===== config.mk =====
export PLATFORM = sky130hd
export DESIGN_NAME = pwm_timer_mc
export DESIGN_NICKNAME = d
export VERILOG_FILES = /design/src/rtl/pwm_timer_pkg.sv /design/src/rtl/pwm_timer_chan.sv /design/src/rtl/pwm_timer_mc.sv
export SDC_FILE = /design/constraint.sdc
export NUM_CORES = 1
export LEC_CHECK = 0
export CAP_MARGIN = 5
export CORE_AREA = 8 8 245 247
export CTS_CLUSTER_SIZE = 30
export DETAILED_ROUTE_END_ITERATION = 10
export DIE_AREA = 0 0 253 255
export GPL_ROUTABILITY_DRIVEN = 0
export HOLD_SLACK_MARGIN = 0.08
export PLACE_DENSITY = 0.76
export REMOVE_ABC_BUFFERS = 1
export SLEW_MARGIN = 20
export SYNTH_ARGS = -nofsm -noshare
export SYNTH_HDL_FRONTEND = slang
export SYNTH_SLANG_ARGS = --single-unit

===== constraint.sdc =====
create_clock -name clk -period 23.5 [get_ports clk]
set_input_delay 3.525 -clock clk [delete_from_list [all_inputs] [get_ports clk]]
set_output_delay 3.525 -clock clk [all_outputs]
set_load 0.05 [all_outputs]

===== src/rtl/pwm_timer_pkg.sv =====
// Shared definitions for the multi-channel PWM timer: channel FSM states,
// config register select codes and CTRL field positions.
package pwm_timer_pkg;

    typedef enum logic [1:0] {
        ST_IDLE = 2'd0,
        ST_LOW  = 2'd1,
        ST_HIGH = 2'd2,
        ST_DONE = 2'd3
    } chan_state_e;

    typedef enum logic [1:0] {
        SEL_LOW  = 2'd0,
        SEL_HIGH = 2'd1,
        SEL_CTRL = 2'd2,
        SEL_RSVD = 2'd3
    } cfg_sel_e;

    // CTRL layout: pulse count N in the low bits, mode bit just above it.
    localparam int CTRL_N_LSB = 0;

    function automatic int ctrl_mode_bit(input int puls_w);
        return CTRL_N_LSB + puls_w;
    endfunction

endpackage


===== src/rtl/pwm_timer_chan.sv =====
// One PWM timer channel: shadow/active period registers, a phase counter,
// a pulse counter and the IDLE/LOW/HIGH/DONE sequencer.
module pwm_timer_chan
    import pwm_timer_pkg::*;
#(
    parameter int CTSW_DWIDTH   = 24,
    parameter int C_PULS_DWIDTH = 4
) (
    input  logic                   clk,
    input  logic                   rst,
    input  logic                   i_wr_low,
    input  logic                   i_wr_high,
    input  logic                   i_wr_ctrl,
    input  logic [CTSW_DWIDTH-1:0] i_wdata,
    input  logic                   i_start,
    input  logic                   i_stop,
    output logic                   o_pwm,
    output logic                   o_done,
    output logic                   o_busy
);

    localparam int MODE_BIT = ctrl_mode_bit(C_PULS_DWIDTH);

    typedef logic [CTSW_DWIDTH-1:0]   per_t;
    typedef logic [C_PULS_DWIDTH-1:0] puls_t;

    chan_state_e r_state, w_state_nx;

    per_t  r_sh_low, r_sh_high, r_act_low, r_act_high, r_phase_cnt;
    puls_t r_sh_n, r_act_n, r_puls_cnt;
    logic  r_sh_mode, r_act_mode;
    logic  r_pwm, r_done, r_busy;

    per_t  w_byp_low, w_byp_high, w_low_last, w_high_last;
    puls_t w_byp_n, w_puls_nx, w_n_eff;
    logic  w_byp_mode, w_oneshot_done;
    logic  w_load, w_reload, w_phase_clr;

    // A write landing in the same cycle as a load must be seen by that load.
    assign w_byp_low  = i_wr_low  ? i_wdata : r_sh_low;
    assign w_byp_high = i_wr_high ? i_wdata : r_sh_high;
    assign w_byp_n    = i_wr_ctrl ? i_wdata[CTRL_N_LSB +: C_PULS_DWIDTH] : r_sh_n;
    assign w_byp_mode = i_wr_ctrl ? i_wdata[MODE_BIT] : r_sh_mode;

    assign w_low_last     = (r_act_low  == '0) ? '0 : r_act_low  - per_t'(1);
    assign w_high_last    = (r_act_high == '0) ? '0 : r_act_high - per_t'(1);
    assign w_puls_nx      = r_puls_cnt + puls_t'(1);
    assign w_n_eff        = (r_act_n == '0) ? puls_t'(1) : r_act_n;
    assign w_oneshot_done = !r_act_mode && (w_puls_nx >= w_n_eff);

    // NOTE: sequential state uses non-blocking assignments so every register
    // samples pre-edge values regardless of block ordering.
    always_ff @(posedge clk or posedge rst) begin
        if (rst) r_state <= ST_IDLE;
        else     r_state <= w_state_nx;
    end

    // NOTE: every output of this block is given a default first, so no path
    // through the case can leave a signal unassigned and infer a latch.
    always_comb begin
        w_state_nx  = r_state;
        w_load      = 1'b0;
        w_reload    = 1'b0;
        w_phase_clr = 1'b0;
        case (r_state)
            ST_IDLE: begin
                if (i_start && !i_stop) begin
                    w_state_nx  = ST_LOW;
                    w_load      = 1'b1;
                    w_phase_clr = 1'b1;
                end
            end
            ST_LOW: begin
                if (i_stop) begin
                    w_state_nx = ST_IDLE;
                end else if (r_phase_cnt == w_low_last) begin
                    w_state_nx  = ST_HIGH;
                    w_phase_clr = 1'b1;
                end
            end
            ST_HIGH: begin
                if (i_stop) begin
                    w_state_nx = ST_IDLE;
                end else if (r_phase_cnt == w_high_last) begin
                    w_phase_clr = 1'b1;
                    if (w_oneshot_done) begin
                        w_state_nx = ST_DONE;
                    end else begin
                        w_state_nx = ST_LOW;
                        w_reload   = 1'b1;
                    end
                end
            end
            default: w_state_nx = ST_IDLE;
        endcase
    end

    // NOTE: the shadow and active registers are few and architecturally
    // visible after reset, so they are reset like any other flop.
    always_ff @(posedge clk or posedge rst) begin
        if (rst) begin
            r_sh_low    <= '0;
            r_sh_high   <= '0;
            r_sh_n      <= '0;
            r_sh_mode   <= 1'b0;
            r_act_low   <= '0;
            r_act_high  <= '0;
            r_act_n     <= '0;
            r_act_mode  <= 1'b0;
            r_phase_cnt <= '0;
            r_puls_cnt  <= '0;
            r_pwm       <= 1'b0;
            r_done      <= 1'b0;
            r_busy      <= 1'b0;
        end else begin
            r_sh_low  <= w_byp_low;
            r_sh_high <= w_byp_high;
            r_sh_n    <= w_byp_n;
            r_sh_mode <= w_byp_mode;

            if (w_load || w_reload) begin
                r_act_low  <= w_byp_low;
                r_act_high <= w_byp_high;
                r_act_n    <= w_byp_n;
                r_act_mode <= w_byp_mode;
            end

            if (w_load)        r_puls_cnt <= '0;
            else if (w_reload) r_puls_cnt <= w_puls_nx;

            if (w_phase_clr)
                r_phase_cnt <= '0;
            else if (r_state == ST_LOW || r_state == ST_HIGH)
                r_phase_cnt <= r_phase_cnt + per_t'(1);

            // Outputs are registered from the next state so they align with r_state.
            r_pwm  <= (w_state_nx == ST_HIGH);
            r_done <= (w_state_nx == ST_DONE);
            r_busy <= (w_state_nx != ST_IDLE);
        end
    end

    assign o_pwm  = r_pwm;
    assign o_done = r_done;
    assign o_busy = r_busy;

endmodule


===== src/rtl/pwm_timer_mc.sv =====
// Multi-channel PWM timer top: decodes the config port into per-channel
// register write strobes and instantiates one independent channel each.
module pwm_timer_mc
    import pwm_timer_pkg::*;
#(
    parameter int NUM_CH        = 4,
    parameter int CTSW_DWIDTH   = 24,
    parameter int C_PULS_DWIDTH = 4,
    localparam int CH_W         = (NUM_CH > 1) ? $clog2(NUM_CH) : 1
) (
    input  logic                   clk,
    input  logic                   rst,
    input  logic                   cfg_we_i,
    input  logic [CH_W-1:0]        cfg_ch_i,
    input  logic [1:0]             cfg_sel_i,
    input  logic [CTSW_DWIDTH-1:0] cfg_wdata_i,
    input  logic [NUM_CH-1:0]      start_i,
    input  logic [NUM_CH-1:0]      stop_i,
    output logic [NUM_CH-1:0]      pwm_o,
    output logic [NUM_CH-1:0]      done_o,
    output logic [NUM_CH-1:0]      busy_o
);

    logic w_we_low, w_we_high, w_we_ctrl;

    // The reserved select decodes to no strobe at all.
    assign w_we_low  = cfg_we_i && (cfg_sel_i == SEL_LOW);
    assign w_we_high = cfg_we_i && (cfg_sel_i == SEL_HIGH);
    assign w_we_ctrl = cfg_we_i && (cfg_sel_i == SEL_CTRL);

    for (genvar g = 0; g < NUM_CH; g++) begin : g_chan
        logic w_hit;
        assign w_hit = (cfg_ch_i == CH_W'(g));

        pwm_timer_chan #(
            .CTSW_DWIDTH  (CTSW_DWIDTH),
            .C_PULS_DWIDTH(C_PULS_DWIDTH)
        ) u_chan (
            .clk      (clk),
            .rst      (rst),
            .i_wr_low (w_we_low  && w_hit),
            .i_wr_high(w_we_high && w_hit),
            .i_wr_ctrl(w_we_ctrl && w_hit),
            .i_wdata  (cfg_wdata_i),
            .i_start  (start_i[g]),
            .i_stop   (stop_i[g]),
            .o_pwm    (pwm_o[g]),
            .o_done   (done_o[g]),
            .o_busy   (busy_o[g])
        );
    end

endmodule


==> flow_metrics.tcl, run 1 <==
set metrics [dict create \
    grt_pass1_vias 25434 \
    crit_path_max_fanout 92 \
    num-nets-final 3181 \
    hold_viol_final 0 \
    synth_top_area_share_pct 42.0 \
    rsz0062_at_grt "no" \
    fin_crit_ns 6.48 \
    grt_max_degree 185 \
    finalWorstSetupSlack_ns 17.02 \
    crit_family "buffers and inverters" \
    fin_cells 3897 \
    switching_share_pct 38.1 \
    cp-startpoint "rst" \
    syn_area_mm2 0.0332 \
    dr_total_vias 25656 \
    whs_path_depth 1 \
    slew_headroom_pct 20.9 \
    comb_power_share_pct 36.2 \
    max_freq_ghz 0.154 \
    io_buffers 50 \
    final_cell_mix "dfrtp_1, mux2_2, nor2_1" \
    cap_violations 0 \
    drt-initial-drc-count 2423 \
    crit_path_frequent_cell "buf_4" \
    viasPerCell 6.58 \
    firstDrtPassIters 7 \
    cts.clk_slew.worst_paths_ns 0.06 \
    reg2reg_to "g_chan[0].u_chan.r_phase_cnt[1]" \
    slew_violations 0 \
    critPathSlowestCell "buf_4" \
    reg2reg_depth 12 \
    dieArea_mm2 0.0645 \
    path_class "input port to async pin" \
    syn_inst 3208 \
    die_w_um 253 \
    drive_above_1_share_pct 18.9 \
    detail-route-antenna-nets 0 \
    tightest_slew_ns 1.18 \
    ys_seq_elements 556 \
    cts.htree.levels 2 \
    period_share_pct 27.6 \
    postCtsSetupBuffers 0 \
    reg2reg_slack_ns 17.95 \
    cts_hold_buf 0 \
    yosys.area.top_type "dfrtp_1" \
    synth_area_leaders "dfrtp_1, mux2_2, xnor2_1" \
    wl_per_cell_um 22.0 \
    required_ns 24.13 \
    path_buf_inv 5 \
    end_kind "async pin" \
    critPathMaxStageDelay_ns 0.82 \
    clock-skew-final_ns 0.0132 \
    cp-endpoint "g_chan[1].u_chan.r_act_high[11]" \
    setup.worst_path.start_class "input port" \
    r2r_start "g_chan[0].u_chan.r_act_low[0]" \
    clockRootBuffer "clkbuf_16" \
    avgSynthCellArea_um2 10.3 \
    switching_power_w 0.00154 \
    grt_pass1_wl_mm 138 \
    initial_utilization_pct 59.3 \
    cts_resized 0 \
    yosysWarnings 0 \
    fp.dieH_um 255 \
    final_common_cell "dfrtp_1" \
    rows 87 \
    cts_tree "built" \
    wl_mm 85.9 \
    utilization_pct 63.6 \
    cp_num_cells 5 \
    pre_cts_slack_ns 16.25 \
    pin_count 51 \
    setup_viol 0 \
    outcome "completed" \
    seq_area_frac_synth_pct 42.0 \
    seq_power_share_pct 40.6 \
    arrival_ns 7.12 \
    pwr-share-clk_pct 23.2 \
    post-dp-hpwl_mm 59.5 \
    ys.flop_type "dfrtp_1" \
    synth_edf_count 0 \
    drc 0 \
    path_cells "clkdlybuf4s50_1 > inv_8 > buf_4 > buf_4 > buf_4" \
    p_per_area_mw_per_mm2 114 \
    postSynth.asyncResetShare_pct 100 \
    leakage_nw 14.4 \
    ir_drop_uv 70.6 \
    holdCritPathClass "register to register" \
    fin_total_pwr_w 0.00405 \
    p_int_w 0.00250 \
    ctsLongestPathBuffers 3 \
    dpl.cell_count 3791 \
    antenna_found_initial 5 \
    ys_types 102 \
    grt_use_total_pct 26.3 \
    cts_num_sinks 556 \
    cts_buffers 57 \
    area_growth_pct 7.31 \
    tns_ns 0 \
    insertion_delay_ns 0.62 \
    coreArea_mm2 0.0560 \
    gr-total-overflow 0 \
]
flip-flops by register name, indices dropped and copies added, names as in the netlist:
register	cells
g_chan.u_chan.r_act_n	16
g_chan.u_chan.r_sh_n	16
g_chan.u_chan.r_puls_cnt	16
g_chan.u_chan.r_phase_cnt	96
g_chan.u_chan.r_act_mode	4
g_chan.u_chan.o_busy	4
g_chan.u_chan.r_state	8
g_chan.u_chan.r_sh_mode	4
g_chan.u_chan.r_sh_high	96
g_chan.u_chan.r_act_low	96
g_chan.u_chan.r_act_high	96
g_chan.u_chan.r_sh_low	96
g_chan.u_chan.o_done	4
g_chan.u_chan.o_pwm	4
worst min-delay path by stage:
stage               slack (ns)                        endpoint                      startpoint
floorplan                 0.46     g_chan[2].u_chan.r_act_n[1]     g_chan[2].u_chan.r_act_n[1]
global placement          0.47   g_chan[2].u_chan.r_sh_low[20]   g_chan[2].u_chan.r_sh_low[20]
detailed placement        0.48  g_chan[0].u_chan.r_sh_high[16]  g_chan[0].u_chan.r_sh_high[16]
CTS                       0.49   g_chan[1].u_chan.r_sh_low[17]   g_chan[1].u_chan.r_sh_low[17]
global route              0.50   g_chan[1].u_chan.r_sh_low[11]   g_chan[1].u_chan.r_sh_low[11]
finish                    0.49  g_chan[1].u_chan.r_sh_high[22]  g_chan[1].u_chan.r_sh_high[22]
power groups by stage:
stage,clock [W],combinational [W],sequential (W)
2_1_floorplan,0,0.00115,0.00151
3_3_place_gp,0,0.00136,0.00161
3_5_place_dp,0,0.00143,0.00164
4_1_cts,0.000952,0.00145,0.00163
5_1_grt,0.000994,0.00160,0.00169
6_report,0.000939,0.00147,0.00164
synthesized netlist by cell type, types with 59 or more instances:
| cell type | n |
|---|---|
| or3_1 | 63 |
| xnor2_1 | 158 |
| or4_1 | 59 |
| nor2_1 | 290 |
| nand2_1 | 139 |
| nor4_1 | 79 |
| xor2_1 | 111 |
| inv_1 | 88 |
| mux2_2 | 353 |
| o21ai_0 | 70 |
| nand4_1 | 78 |
| nand3_1 | 75 |
| nor3_1 | 109 |
| clkbuf_1 | 169 |
| dfrtp_1 | 556 |
worst reg2reg max path, cell delays in order (launching register included):
cell,delay [ns]
dfrtp_1,0.43
inv_1,0.11
ha_1,0.23
or4b_2,0.78
or4_1,0.71
nor2_1,0.56
nor2_1,0.12
o32ai_1,0.40
o2111ai_1,0.18
nor4_1,0.68
nand2_1,0.25
a21oi_2,0.81
nor2_1,0.13
layout make-up:
type	count	area (um2)
Clock buffer	79	1670
Tap cell	756	946
Inverter	88	338
Fill cell	4333	20400
Sequential cell	556	13900
Clock inverter	25	280
Timing Repair Buffer	62	593
Antenna cell	2	5.00
Multi-Input combinational cell	2329	17800
per-layer routing:
layer,GRT usage (%),wire [um],part of all wire [%],vias up
met1,35.0,35800,42,12818
li1,-,-,-,11489
met5,0,0,0,-
met4,12.9,4250,4.9,0
met3,3.82,5900,6.9,281
met2,42.2,40000,47,1068
through the flow:
step | cell area, um2 | hold slack [ns]
after global placement | 33600 | 0.474
after global routing | 35600 | 0.503
final | 35600 | 0.491
after CTS | 35600 | 0.494
after floorplan | 32000 | 0.458
after detailed placement | 33600 | 0.481
kinds of logic (layout without fill, tap and decap cells):
family,count (synthesis),after routing,share of synthesized area (%)
buffers and inverters,323,254,4.37
AOI/OAI and AO/OA,426,426,9.52
other,0,2,0
xor gates and xnor gates,282,282,7.99
muxes,455,455,15.9
and+or+nand+nor,1118,1118,18.5
DFF,556,556,42.0
adders and majority gates,48,48,1.81
No activity file was read; power rests on OpenSTA's default activity.
==> run 2, diff against run 1 <==
Clock period 23.5 ns to 6.73 ns, I/O delays scaled along.
==> run 2 against run 1 <==
Against the previous run:
- global-route usage up 0.058 points
- hold slack worse by 0.0022 ns
- core utilization up 0.21 points
- cell count up 0.10%
- non-clock buffer count up 2
- combinational power rose to 3.5 times the previous value
- wire length up 0.55%
- clock skew up 0.0057 ns
- clock power rose to 3.6 times the previous value
==> flow_metrics.tcl, run 2 (synthesis results as in run 1) <==
set metrics [dict create \
    cts_num_sinks 556 \
    coreArea_mm2 0.0560 \
    reg2reg_slack_ns 1.43 \
    setup_viol 0 \
    setup.worst_path.start_class "register" \
    ctsLongestPathBuffers 3 \
    drt-initial-drc-count 2628 \
    tightest_slew_ns 1.25 \
    cts_hold_buf 0 \
    r2r_start "g_chan[0].u_chan.r_act_low[0]" \
    hold_path_end "g_chan[1].u_chan.r_sh_low[3]" \
    grt_use_total_pct 26.4 \
    path_cells "inv_1 > ha_1 > or4b_2 > or4_1 > or2_1 > or3_1 > a32oi_1 > nand4_1 > nor4_1 > nand2_1 > a21oi_2 > nor2_1" \
    initial_utilization_pct 59.3 \
    dpl-instance-area_mm2 0.0336 \
    path_buf_inv 1 \
    rows 87 \
    grt_max_degree 193 \
    wl_mm 86.4 \
    crit_family "simple AND/OR/NAND/NOR gates" \
    dr_total_vias 25671 \
    fin_crit_ns 5.30 \
    antenna_found_initial 3 \
    fillers 4330 \
    postCtsSetupBuffers 0 \
    final_common_cell "dfrtp_1" \
    grt_pass1_vias 25420 \
    arrival_ns 5.76 \
    final_cell_mix "dfrtp_1, mux2_2, nor2_1" \
    critPathSlowestCell "a21oi_2" \
    reg2reg_to "g_chan[0].u_chan.r_phase_cnt[4]" \
    holdCritPathClass "register to register" \
    outcome "completed" \
    io_buffers 50 \
    insertion_delay_ns 0.64 \
    end_kind "register" \
    die_w_um 253 \
    drive_above_1_share_pct 18.8 \
    grt_pass1_wl_mm 139 \
    cap_violations 0 \
    post-dp-hpwl_mm 59.2 \
    slew_violations 0 \
    pin_count 51 \
    dieArea_mm2 0.0645 \
    gr-total-overflow 0 \
    cts_buffers 57 \
    clockRootBuffer "clkbuf_16" \
    clock-skew-final_ns 0.0190 \
    wl_per_cell_um 22.1 \
    required_ns 7.20 \
    max_freq_ghz 0.189 \
    area_growth_pct 7.66 \
    rsz0062_at_grt "no" \
    slew_headroom_pct 16.7 \
    crit_path_max_fanout 24 \
    fp.dieH_um 255 \
    critPathMaxStageDelay_ns 0.81 \
    utilization_pct 63.8 \
    design_area_mm2 0.0357 \
    num-nets-final 3183 \
    period_share_pct 78.7 \
    drc 0 \
    firstDrtPassIters 8 \
    leakage_nw 14.5 \
    hold_viol_final 0 \
    cts.clk_slew.worst_paths_ns 0.06 \
    cts_resized 0 \
    whs_path_depth 1 \
    detail-route-antenna-nets 0 \
    viasPerCell 6.58 \
    reg2reg_depth 12 \
    ir_drop_uv 263 \
    cts_tree "built" \
    cts.htree.levels 2 \
    cp_num_cells 12 \
    fin_cells 3901 \
    p_per_area_mw_per_mm2 399 \
    path_class "register to register" \
    min_from "g_chan[1].u_chan.r_sh_low[3]" \
    dpl.cell_count 3792 \
]
run 2: cell types whose count changed in the layout (fill, tap and decap cells not counted), moves of 2 or more:
cell / delta
bufinv_16: +4
clkbuf_8: -4
clkinvlp_4: +4
clkbuf_1: +2
clkinv_2: -2
or3_1: +2
or3_2: -2
run 2: cell type report:
type	count	area, um2	share of cell area (%)
diodes	2	5.00	0.0140
clock buffers	76	1600	4.48
clock inverters	30	433	1.21
inverters	88	338	0.946
multi-input cells	2329	17800	49.9
flip-flops and latches	556	13900	39.0
well taps	756	946	2.65
repair buffers	64	641	1.79
run 2: layer usage:
| metal | vias up | GRT usage, % | wire (um) |
|---|---|---|---|
| met1 | 12772 | 35.2 | 36000 |
| met3 | 270 | 5.12 | 6950 |
| li1 | 11478 | - | - |
| met2 | 1151 | 42.6 | 40000 |
| met5 | - | 0 | 0 |
| met4 | 0 | 10.1 | 3410 |
run 2: worst max-delay path by stage:
| stage | slack (ns) | from | end |
|---|---|---|---|
| 2_1_floorplan | -9.83 | rst | g_chan[0].u_chan.o_busy |
| 3_3_place_gp | 1.70 | g_chan[0].u_chan.r_act_low[0] | g_chan[0].u_chan.r_phase_cnt[5] |
| 3_5_place_dp | 1.57 | g_chan[0].u_chan.r_act_low[0] | g_chan[0].u_chan.r_phase_cnt[6] |
| 4_1_cts | 1.54 | g_chan[0].u_chan.r_act_low[0] | g_chan[0].u_chan.r_phase_cnt[4] |
| 5_1_grt | 1.07 | g_chan[0].u_chan.r_act_high[0] | g_chan[0].u_chan.r_act_low[9] |
| 6_report | 1.43 | g_chan[0].u_chan.r_act_low[0] | g_chan[0].u_chan.r_phase_cnt[4] |
run 2: metrics by stage:
stage	setup WS [ns]	hold slack, ns	total power [W]	TNS, ns
3_5_place_dp	1.57	0.476	0.0107	0
5_1_grt	1.07	0.502	0.0151	0
3_3_place_gp	1.70	0.473	0.0104	0
4_1_cts	1.54	0.489	0.0142	0
6_report	1.43	0.489	0.0142	0
2_1_floorplan	-9.83	0.458	0.00929	-5463.74
run 2: power breakdown:
| part | switching, W | internal [W] |
|---|---|---|
| logic | 0.00257 | 0.00251 |
| clock network | 0.00139 | 0.00202 |
| registers | 0.00144 | 0.00431 |
| total | 0.00541 | 0.00884 |
